--- src/rtl/ncl_pipe_pkg.sv ---
// Shared types and constants for the NCL pipeline head arbiter.
package ncl_pipe_pkg;

  typedef enum logic [1:0] {
    IDLE      = 2'd0,
    DATA_WAVE = 2'd1,
    NULL_WAVE = 2'd2
  } state_t;

  localparam logic NCL_DATA = 1'b1;
  localparam logic NCL_NULL = 1'b0;

  localparam int DEF_MAX_INFLIGHT   = 2;
  localparam int DEF_TIMEOUT_CYCLES = 255;

endpackage

--- src/rtl/ncl_sync.sv ---
// Parameterized-depth flop synchronizer for one asynchronous bit, sync active-low reset.
module ncl_sync #(
  parameter int DEPTH = 2
) (
  input  logic clk,
  input  logic init_n,
  input  logic d,
  output logic q
);

  logic [DEPTH-1:0] sff;

  always_ff @(posedge clk) begin
    if (!init_n) sff <= '0;
    else         sff <= {sff[DEPTH-2:0], d};
  end

  assign q = sff[DEPTH-1];

endmodule

--- src/rtl/pipe_head_arbiter.sv ---
// Two-requester round-robin token arbiter driving the head of an NCL pipeline.
// Optional handshake watchdog enabled by defining PIPE_HEAD_ARBITER_TIMEOUT_EN.
module pipe_head_arbiter
  import ncl_pipe_pkg::*;
#(
  parameter int SYNC_STAGES    = 2,
  parameter int MAX_INFLIGHT   = DEF_MAX_INFLIGHT,
  parameter int TIMEOUT_CYCLES = DEF_TIMEOUT_CYCLES
) (
  input  logic       clk,
  input  logic       init_n,
  input  logic [1:0] req,
  output logic [1:0] grant,
  output logic       a_out,
  input  logic       a_comp_in,
  input  logic       e_in,
  output logic       e_comp_out,
  output logic [2:0] inflight,
  output logic       busy,
  output logic       timeout
);

  localparam logic [2:0] MAXF = 3'(MAX_INFLIGHT);

  logic       acs, es;
  state_t     state, state_nxt;
  logic [1:0] gnt_nxt;
  logic       rr_ptr;
  logic       full, es_rise, inc, dec;

  ncl_sync #(.DEPTH(SYNC_STAGES)) u_sync_a (.clk(clk), .init_n(init_n), .d(a_comp_in), .q(acs));
  ncl_sync #(.DEPTH(SYNC_STAGES)) u_sync_e (.clk(clk), .init_n(init_n), .d(e_in),      .q(es));

  assign full    = (inflight >= MAXF);
  // e_comp_out is es delayed one clock, so it doubles as the edge-detect history.
  assign es_rise = es & ~e_comp_out;
  assign inc     = |gnt_nxt;
  assign dec     = es_rise;
  assign busy    = (state != IDLE);

  always_comb begin
    state_nxt = state;
    gnt_nxt   = 2'b00;
    case (state)
      IDLE: if (|req && !full) begin
        state_nxt = DATA_WAVE;
        if (req == 2'b11) gnt_nxt = rr_ptr ? 2'b10 : 2'b01;
        else              gnt_nxt = req;
      end
      DATA_WAVE: if (acs)  state_nxt = NULL_WAVE;
      NULL_WAVE: if (!acs) state_nxt = IDLE;
      default:             state_nxt = IDLE;
    endcase
  end

  always_ff @(posedge clk) begin
    if (!init_n) begin
      state      <= IDLE;
      a_out      <= NCL_NULL;
      grant      <= 2'b00;
      e_comp_out <= 1'b0;
      inflight   <= '0;
      rr_ptr     <= 1'b0;
    end else begin
      state      <= state_nxt;
      a_out      <= (state_nxt == DATA_WAVE) ? NCL_DATA : NCL_NULL;
      grant      <= gnt_nxt;
      e_comp_out <= es;
      // pointer names the requester preferred on the next tie
      if (inc) rr_ptr <= gnt_nxt[0];
      case ({inc, dec})
        2'b10:   inflight <= inflight + 3'd1;
        2'b01:   if (inflight != '0) inflight <= inflight - 3'd1;
        default: inflight <= inflight;
      endcase
    end
  end

`ifdef PIPE_HEAD_ARBITER_TIMEOUT_EN
  localparam logic [15:0] TLIM = 16'(TIMEOUT_CYCLES - 1);
  logic [15:0] wd_cnt;

  // count restarts at zero on every state entry; flag fires as it reaches the limit
  always_ff @(posedge clk) begin
    if (!init_n) begin
      wd_cnt  <= '0;
      timeout <= 1'b0;
    end else if (state_nxt != state) begin
      wd_cnt  <= '0;
    end else if (busy && wd_cnt <= TLIM) begin
      wd_cnt  <= wd_cnt + 16'd1;
      if (wd_cnt == TLIM) timeout <= 1'b1;
    end
  end
`else
  assign timeout = 1'b0;
`endif

endmodule

--- config.mk ---
export PLATFORM = sky130hd
export DESIGN_NAME = pipe_head_arbiter
export DESIGN_NICKNAME = d
export VERILOG_FILES = /design/src/rtl/ncl_pipe_pkg.sv /design/src/rtl/ncl_sync.sv /design/src/rtl/pipe_head_arbiter.sv
export SDC_FILE = /design/constraint.sdc
export NUM_CORES = 1
export LEC_CHECK = 0
export CORE_MARGIN = 1
export CORE_UTILIZATION = 40
export DETAILED_ROUTE_END_ITERATION = 8
export PLACE_DENSITY = 0.7
export SLEW_MARGIN = 30
export SYNTH_ARGS = -nofsm -noshare
export SYNTH_HDL_FRONTEND = slang
export SYNTH_HIERARCHICAL = 1
export SYNTH_SLANG_ARGS = --single-unit
--- constraint.sdc ---
create_clock -name clk -period 2.3 [get_ports clk]
set_input_delay 0.46 -clock clk [delete_from_list [all_inputs] [get_ports clk]]
set_output_delay 0.46 -clock clk [all_outputs]
set_load 0.03 [all_outputs]
==> flow_metrics.tcl <==
set metrics [dict create \
    status "finished, final reports clean" \
    ctsHoldBuffers 0 \
    synth.distinct_cells 28 \
    rows 13 \
    die_w_microns 40.1 \
    drt_first_pass_iters 2 \
    synth_edf_count 0 \
    grt_pass1_vias 428 \
    period_minus_slack_ps 2250 \
    synth_area_leader_cell "dfxtp_1" \
    max_freq_mhz 445 \
    min_to "u_sync_e/sff[1]$_SDFF_PN0_" \
    p_seq_share_pct 41.3 \
    fin_cells 94 \
    cts_root_buffer "clkbuf_4" \
    drv_cap 0 \
    gp_congestion 0.718 \
    vias_per_cell 5.00 \
    ir_drop_mv 0.466 \
    clockPowerShare_pct 23.8 \
    p_leak_nw 0.334 \
    insertion_delay_ps 280 \
    synth.most_common_cell "dfxtp_1" \
    drt_iter0_markers 2 \
    dieArea_sq_mm 0.00161 \
    dp_cells 90 \
    cp_max_fo 3 \
    reg2reg_depth 8 \
    final_core_util_pct 60.5 \
    die_h_microns 40.1 \
    dr_total_vias 470 \
    cts_tree "yes" \
    final_nets 87 \
    r2r_end "inflight[2]$_SDFFE_PN0P_" \
    power.density_mw_per_mm2 922 \
    start_kind "flip-flop" \
    synth-main-ff-cell "dfxtp_1" \
    rsz0062_at_grt "true" \
    synthTopCellsByArea "dfxtp_1, and2_1, mux2i_1" \
    comb_power_share_pct 34.9 \
    cts_made_buffers 3 \
    hold_class "flip-flop to flip-flop" \
    synth_nets 67 \
    synth_area_sq_um 581 \
    ioPinCount 15 \
    min_path_cells 1 \
    antenna_found_initial 0 \
    ys_warn_count 6 \
    cts.sinks 14 \
    async_flop_share_pct 0 \
    setup_tns_ps 0 \
    synth_commonest_cells "dfxtp_1, and2_1, nor2_1" \
    critical_path_arrival_ps 2460 \
    synth.top_cell.area_share_pct 48.3 \
    grt_start_max_net_pins 10 \
    areaGrowthSynthToFinish_pct 37.3 \
    final_area_sq_um 797 \
    wl_microns 976 \
    report.final.setup_viol 0 \
    drt-wirelength-per-cell_microns 10.4 \
    fin_crit_sh_pct 97.7 \
    power.switching_w 0.000237 \
    clkTransAtPathRegs_ps 80 \
    crit_start "state[1]$_SDFF_PN0_" \
    syn_area_per_cell_sq_um 9.68 \
    overflow 0 \
    hpwl_microns 764 \
    finalMaxSlewViolations 0 \
    clock_skew_ps 3.59 \
    h-tree-depth 1 \
    grt_usage_pct 16.4 \
    path_class "flip-flop to flip-flop" \
    drc 0 \
    r2r_setup_slack_ps 50 \
    p_int_w 0.000497 \
    synth_seq_area_share_pct 48.3 \
    start_util_pct 44.1 \
    antennaDiodeCount 0 \
    core-area_sq_mm 0.00132 \
    syn_inst 60 \
    drtAntennaViolNets 0 \
    grt_pass1_wl_microns 1680 \
    dpl_cell_area_sq_um 752 \
    end_kind "flip-flop" \
    sw_frac_of_total_pct 32.3 \
    ys_ff_latch 14 \
    portBuffers 13 \
    hold_viol 0 \
    clk_path_buf_depth 2 \
    hold_start "u_sync_e/sff[0]$_SDFF_PN0_" \
    worstReg2RegStart "state[1]$_SDFF_PN0_" \
    worst-endpoint-required_ps 2510 \
    drive_gt1_share_pct 22.8 \
]
-- power by group through the flow --
stage          combinational, W  sequential (W)  clock [W]
2_1_floorplan          0.000133        0.000344          0
3_3_place_gp           0.000255        0.000308          0
3_5_place_dp           0.000258        0.000308          0
4_1_cts                0.000260        0.000303   0.000182
5_1_grt                0.000285        0.000310   0.000193
6_report               0.000256        0.000303   0.000175
-- cell type report --
| type | count | area (sq um) |
|---|---|---|
| sequential | 14 | 283 |
| inverter | 2 | 7.51 |
| multi-input combinational | 43 | 302 |
| tap | 15 | 18.8 |
| fill | 127 | 520 |
| clock buffer | 4 | 36.3 |
| timing repair buffer | 16 | 150 |
-- sequential cells by signal (all words and copies together), names as in the netlist --
name          cells
rr_ptr            1
e_comp_out        1
u_sync_a/sff      2
inflight          3
grant             2
a_out             1
u_sync_e/sff      2
state             2
-- worst max-delay path by stage --
stage / to / slack [ps] / cells past startpoint
2_1_floorplan: inflight[2]$_SDFFE_PN0P_ / 10 / 8
3_3_place_gp: inflight[2]$_SDFFE_PN0P_ / -390 / 9
3_5_place_dp: inflight[2]$_SDFFE_PN0P_ / -420 / 9
4_1_cts: inflight[2]$_SDFFE_PN0P_ / 5 / 8
5_1_grt: inflight[2]$_SDFFE_PN0P_ / -30 / 8
6_report: inflight[2]$_SDFFE_PN0P_ / 50 / 8
-- routing by layer --
metal | wire [microns] | part of all wire [%] | vias up | track usage, %
met2 | 461 | 47 | 14 | 27.4
met5 | 0 | 0 | - | 0
met4 | 19 | 1.9 | 0 | 7.76
li1 | - | - | 243 | -
met3 | 55 | 5.6 | 2 | 5.56
met1 | 439 | 45 | 211 | 18.4
-- cell usage in the layout (no fill, tap or decap), types with 2 or more instances in the layout --
cell type / netlist / layout
dfxtp_1: 14 / 12
clkdlybuf4s50_1: 0 / 11
nor2_1: 5 / 5
and2_1: 5 / 5
nand2_1: 3 / 3
a21oi_1: 3 / 3
clkbuf_4: 0 / 3
buf_4: 1 / 3
or2_4: 0 / 2
inv_1: 2 / 2
and3_1: 2 / 2
mux2i_1: 2 / 2
dlygate4sd2_1: 0 / 2
dfxtp_2: 0 / 2
-- cell families (layout without fill, tap and decap cells) --
kind of cell | after synthesis | count (layout) | share of synthesized area, %
multiplexers | 3 | 3 | 5.39
AO/OA/AOI/OAI | 9 | 9 | 9.48
flip-flops | 14 | 14 | 48.3
adder cells (fa/ha/maj) | 1 | 1 | 2.15
buffers and inverters | 3 | 22 | 2.59
AND/OR/NAND/NOR | 27 | 27 | 28.4
other | 1 | 1 | 0.646
XOR/XNOR | 2 | 2 | 3.02
-- critical path, stage by stage (launching register included) --
cell and delay, ps:
dfxtp_2 340, or2_4 240, or2_4 230, o21ai_2 120, o21ai_1 70, ha_2 180, or3_4 330, or4b_1 500
a31oi_1 160
-- timing repair --
item,4_1_cts,5_1_grt
setup endpoints to repair,1,1
pin swaps,3,7
resized for setup,4,2
hold endpoints to repair,0,0
buffers inserted,0,0
-- through the flow --
stage	setup slack, ps	hold WS [ps]	total power (W)
CTS	5.12	446	0.000746
global placement	-387	415	0.000562
finish	52.0	440	0.000735
global route	-25.7	463	0.000788
detailed placement	-420	425	0.000566
floorplan	12.6	412	0.000477
No activity file was read; power rests on OpenSTA's default activity.
==> edit 1, RTL diff (config.mk and constraints unchanged) <==
The parameter `SYNC_STAGES` goes from 2 to 4.
--- a/src/rtl/pipe_head_arbiter.sv
+++ b/src/rtl/pipe_head_arbiter.sv
@@ -3,7 +3,7 @@
 module pipe_head_arbiter
   import ncl_pipe_pkg::*;
 #(
-  parameter int SYNC_STAGES    = 2,
+  parameter int SYNC_STAGES    = 4,
   parameter int MAX_INFLIGHT   = DEF_MAX_INFLIGHT,
   parameter int TIMEOUT_CYCLES = DEF_TIMEOUT_CYCLES
 ) (
Function: changed (a bounded check fails within 4 cycles, from zero or initial values).
==> edit 1 against the original RTL <==
The run now ends with design-rule violations left. Total power up 9.9%. Synthesized area up 18%. Combinational power down 3%. Setup slack better by 32 ps. Routed wire length up 20%. Via count up 13%. Sequential power up 22%. Count of clock-buffer cells in the layout unchanged. Sequential cell count up 4. Final area up 16%. Fmax up 1.5%. Largest cell class is now sequential cells.
==> edit 1: results (changes against the original RTL) <==
Detailed routing
  – DR pass1 iterations: 6 (+4)
  – Routed len/inst: 11.1 um (+7.0%)
  – DRC: 2 (+2)
  – DRC marker count from the first detailed-route iteration: 4 (+2)
  – Avg Vias per Cell: 5.06 (+1.1%)

Final layout
  – Fin area: 921 um^2 (+16%)
  – Post-Layout Cell Count: 105 (+12%)
  – Layout cells sized above 1: 0.236 (+0.00811)

Status
  – Failing checks: design-rule violations
  – Status: complete, but fails checks

Placed design
  – Pre-CTS setup slack: -414 ps (+6.04 ps)
  – Placed cell count: 99 (+10%)
  – Cell Area, Placed: 858 um^2 (+14%)

Yosys
  – Top cells by area, synth: dfxtp_1 (53%), and2_1 (8.2%), mux2i_1 (2.9%)
  – Compound-Gate Fraction of Synth Area: 0.0803 (-0.0145)
  – Post-Synthesis Cells: 68 (+13%)
  – Adder-Cell Fraction of Synth Area: 0.0182 (-0.00330)
  – Post-Syn Nets: 75 (+12%)
  – Synth cell count leaders: dfxtp_1 (18), and2_1 (9), nor2_1 (5)
  – Seq/Total Area, Yosys: 0.526 (+0.0428)

Global routing
  – Total track usage: 0.148 (-0.0152)
  – Largest net degree at the start of global routing: 14 (+4)

Timing
  – Achievable frequency: 451 MHz (+1.5%)
  – Fin Hold WS: 426 ps (-13.3 ps)

CTS
  – Clock-pin slew on the worst setup and hold paths: 100 ps (+20 ps)

Power and ir drop
  – VDD IR max: 0.612 mV (+31%)
  – Leak: 0.388 nW (+16%)

Setup path
  – Max FO, Critical Path: 2 (-1)
  – Crit. Startpoint: state[0]
[edit 1: layout make-up]
| cell class | count | share of cell area |
|---|---|---|
| multi-input cells | 47 | 0.357 |
| inverters | 2 | 0.00815 |
| flip-flops and latches | 18 | 0.394 |
| repair buffers | 18 | 0.179 |
| clock buffers | 4 | 0.0394 |
| well taps | 16 | 0.0217 |
[edit 1: routing by layer]
layer | up-vias | track usage | part of all wire | routed length (um)
met4 | 0 | 0.0750 | 0.010 | 12
li1 | 272 | - | - | -
met1 | 244 | 0.150 | 0.46 | 542
met5 | - | 0 | 0 | 0
met2 | 13 | 0.252 | 0.48 | 562
met3 | 2 | 0.0750 | 0.042 | 49
[edit 1: power breakdown]
part | internal, mW | total, mW | leakage, nW | switching, mW
clock network | 0.0964 | 0.190 | 0.0210 | 0.0932
registers | 0.343 | 0.369 | 0.148 | 0.0260
logic | 0.123 | 0.249 | 0.218 | 0.126
total | 0.562 | 0.807 | 0.388 | 0.245
==> edit 2, RTL diff (same settings) <==
Made on the original files. Build with the macro `PIPE_HEAD_ARBITER_TIMEOUT_EN` defined.
--- a/src/rtl/pipe_head_arbiter.sv
+++ b/src/rtl/pipe_head_arbiter.sv
@@ -1,5 +1,7 @@
 // Two-requester round-robin token arbiter driving the head of an NCL pipeline.
 // Optional handshake watchdog enabled by defining PIPE_HEAD_ARBITER_TIMEOUT_EN.
+`define PIPE_HEAD_ARBITER_TIMEOUT_EN
+
 module pipe_head_arbiter
   import ncl_pipe_pkg::*;
 #(
Function: same outputs for any inputs over 10 cycles, from zero or initial values; that may be too few to reach the edited logic, so the function may still have changed.
==> edit 2 against the original RTL <==
Setup slack gained 140 ps. Non-clock buffer count is the same. Synthesized area grew 140%. Sequential cell count grew 17. Clock skew grew 11 ps. Final area grew 100%. Total power grew 58%. Routed wire length grew to 2.7 times the old value. Critical path depth shrank 5. Count of clock-buffer cells in the layout grew 2. Cell count grew 110%.
==> edit 2: results (changes against the original RTL) <==
Status
  – Status: finished, final reports clean

Placed design
  – Placed cell count: 191 (+110%)
  – HPWL Detailed: 1890 um (+150%)

Global routing
  – Met1 Use GR: 0.199 (+0.0155)
  – Total track usage: 0.172 (+0.00815)
  – Grt met2 use: 0.275 (+0.000532)
  – Largest net degree at the start of global routing: 19 (+9)
  – First-pass GRT wire length: 4560 um (+170%)

Detailed routing
  – WL final: 2630 um (+170%)
  – Routed len/inst: 13.2 um (+27%)
  – Vias: 1099 (+130%)

Setup path
  – CP max-delay cell: clkdlybuf4s50_1
  – Top delay family on crit path: buffers and inverters
  – Crit path DAT: 1650 ps (-810 ps)
  – Crit-path max cell delay: 670 ps (+170 ps)
  – Max FO, Critical Path: 5 (+2)

CTS
  – Clock-pin slew on the worst setup and hold paths: 110 ps (+30 ps)
  – TritonCTS buffer count: 5 (+2)
  – Clock latency at the later pin of the worst-skew pair: 330 ps (+50 ps)
  – H-Tree Depth: 2 (+1)
  – Cts repair resizes: 0 (-4)

Yosys
  – Compound-Gate Fraction of Synth Area: 0.152 (+0.0575)
  – Yosys cell types: 43 (+54%)
  – XOR/XNOR Fraction of Synth Area: 0.00635 (-0.0238)
  – Adder-Cell Fraction of Synth Area: 0.0272 (+0.00565)
  – Multiplexer share of the synthesized area: 0.0254 (-0.0285)
  – Post-Syn Nets: 142 (+110%)
  – Top cells by area, synth: dfxtp_1 (45%), and2_1 (5.4%), a21oi_1 (3.3%)

Power and ir drop
  – VDD IR max: 0.388 mV (-17%)
  – Leak: 0.569 nW (+71%)

Final layout
  – Layout cells sized above 1: 0.135 (-0.0924)
  – Layout fillers: 307 (+140%)
  – Fin nets: 163 (+87%)
[edit 2: kinds of logic (layout without fill, tap and decap cells)]
group | after synthesis | after routing
mux | 3 | 3
fa+ha+maj | 3 | 3
simple gates | 55 | 55
flops | 31 | 31
compound gates | 32 | 32
buf+inv | 8 | 30
xor+xnor | 1 | 1
[edit 2: cell type report]
class / instances / area (um^2) / share of cell area
multi-input cells: 94 / 707 / 0.437
flip-flops and latches: 31 / 621 / 0.383
repair buffers: 16 / 155 / 0.0958
well taps: 44 / 55.1 / 0.0340
clock buffers: 6 / 41.3 / 0.0255
inverters: 6 / 27.5 / 0.0170
clock inverters: 2 / 12.5 / 0.00773
[edit 2: layer usage]
layer  vias to the layer above  share of wire
met1                       528           0.47
met5                         -              0
met2                        23           0.48
li1                        544              -
met3                         4          0.036
met4                         0          0.015
[edit 2: metrics by stage]
stage | hold WS, ps | power [mW] | instance area (um^2)
global route | 463 | 1.23 | 1620
detailed placement | 419 | 0.861 | 1570
finish | 436 | 1.16 | 1620
floorplan | 412 | 0.786 | 1380
global placement | 414 | 0.854 | 1570
CTS | 441 | 1.17 | 1620
[edit 2: worst register-to-register path, delay by kind of cell, from the launching register on]
family,cells,cell delay [ps]
AOI/OAI and AO/OA,3,450
muxes,1,290
adders and majority gates,1,290
DFF,1,380
and+or+nand+nor,1,240
[edit 2: worst paths after layout]
check | from | endpoint | slack [ps] | cells past startpoint
worst min register to register | u_sync_a/sff[0] | u_sync_a/sff[1] | 440 | 1
worst max register to register | inflight[1] | inflight[1] | 570 | 6
worst max-delay path | state[1] | busy | 190 | 3
worst min-delay path | u_sync_a/sff[0] | u_sync_a/sff[1] | 440 | 1
[edit 2: power breakdown]
group | internal, mW | total, mW | switching, mW
sequential | 0.565 | 0.597 | 0.0319
combinational | 0.106 | 0.253 | 0.147
clock | 0.118 | 0.308 | 0.190
total | 0.788 | 1.16 | 0.369
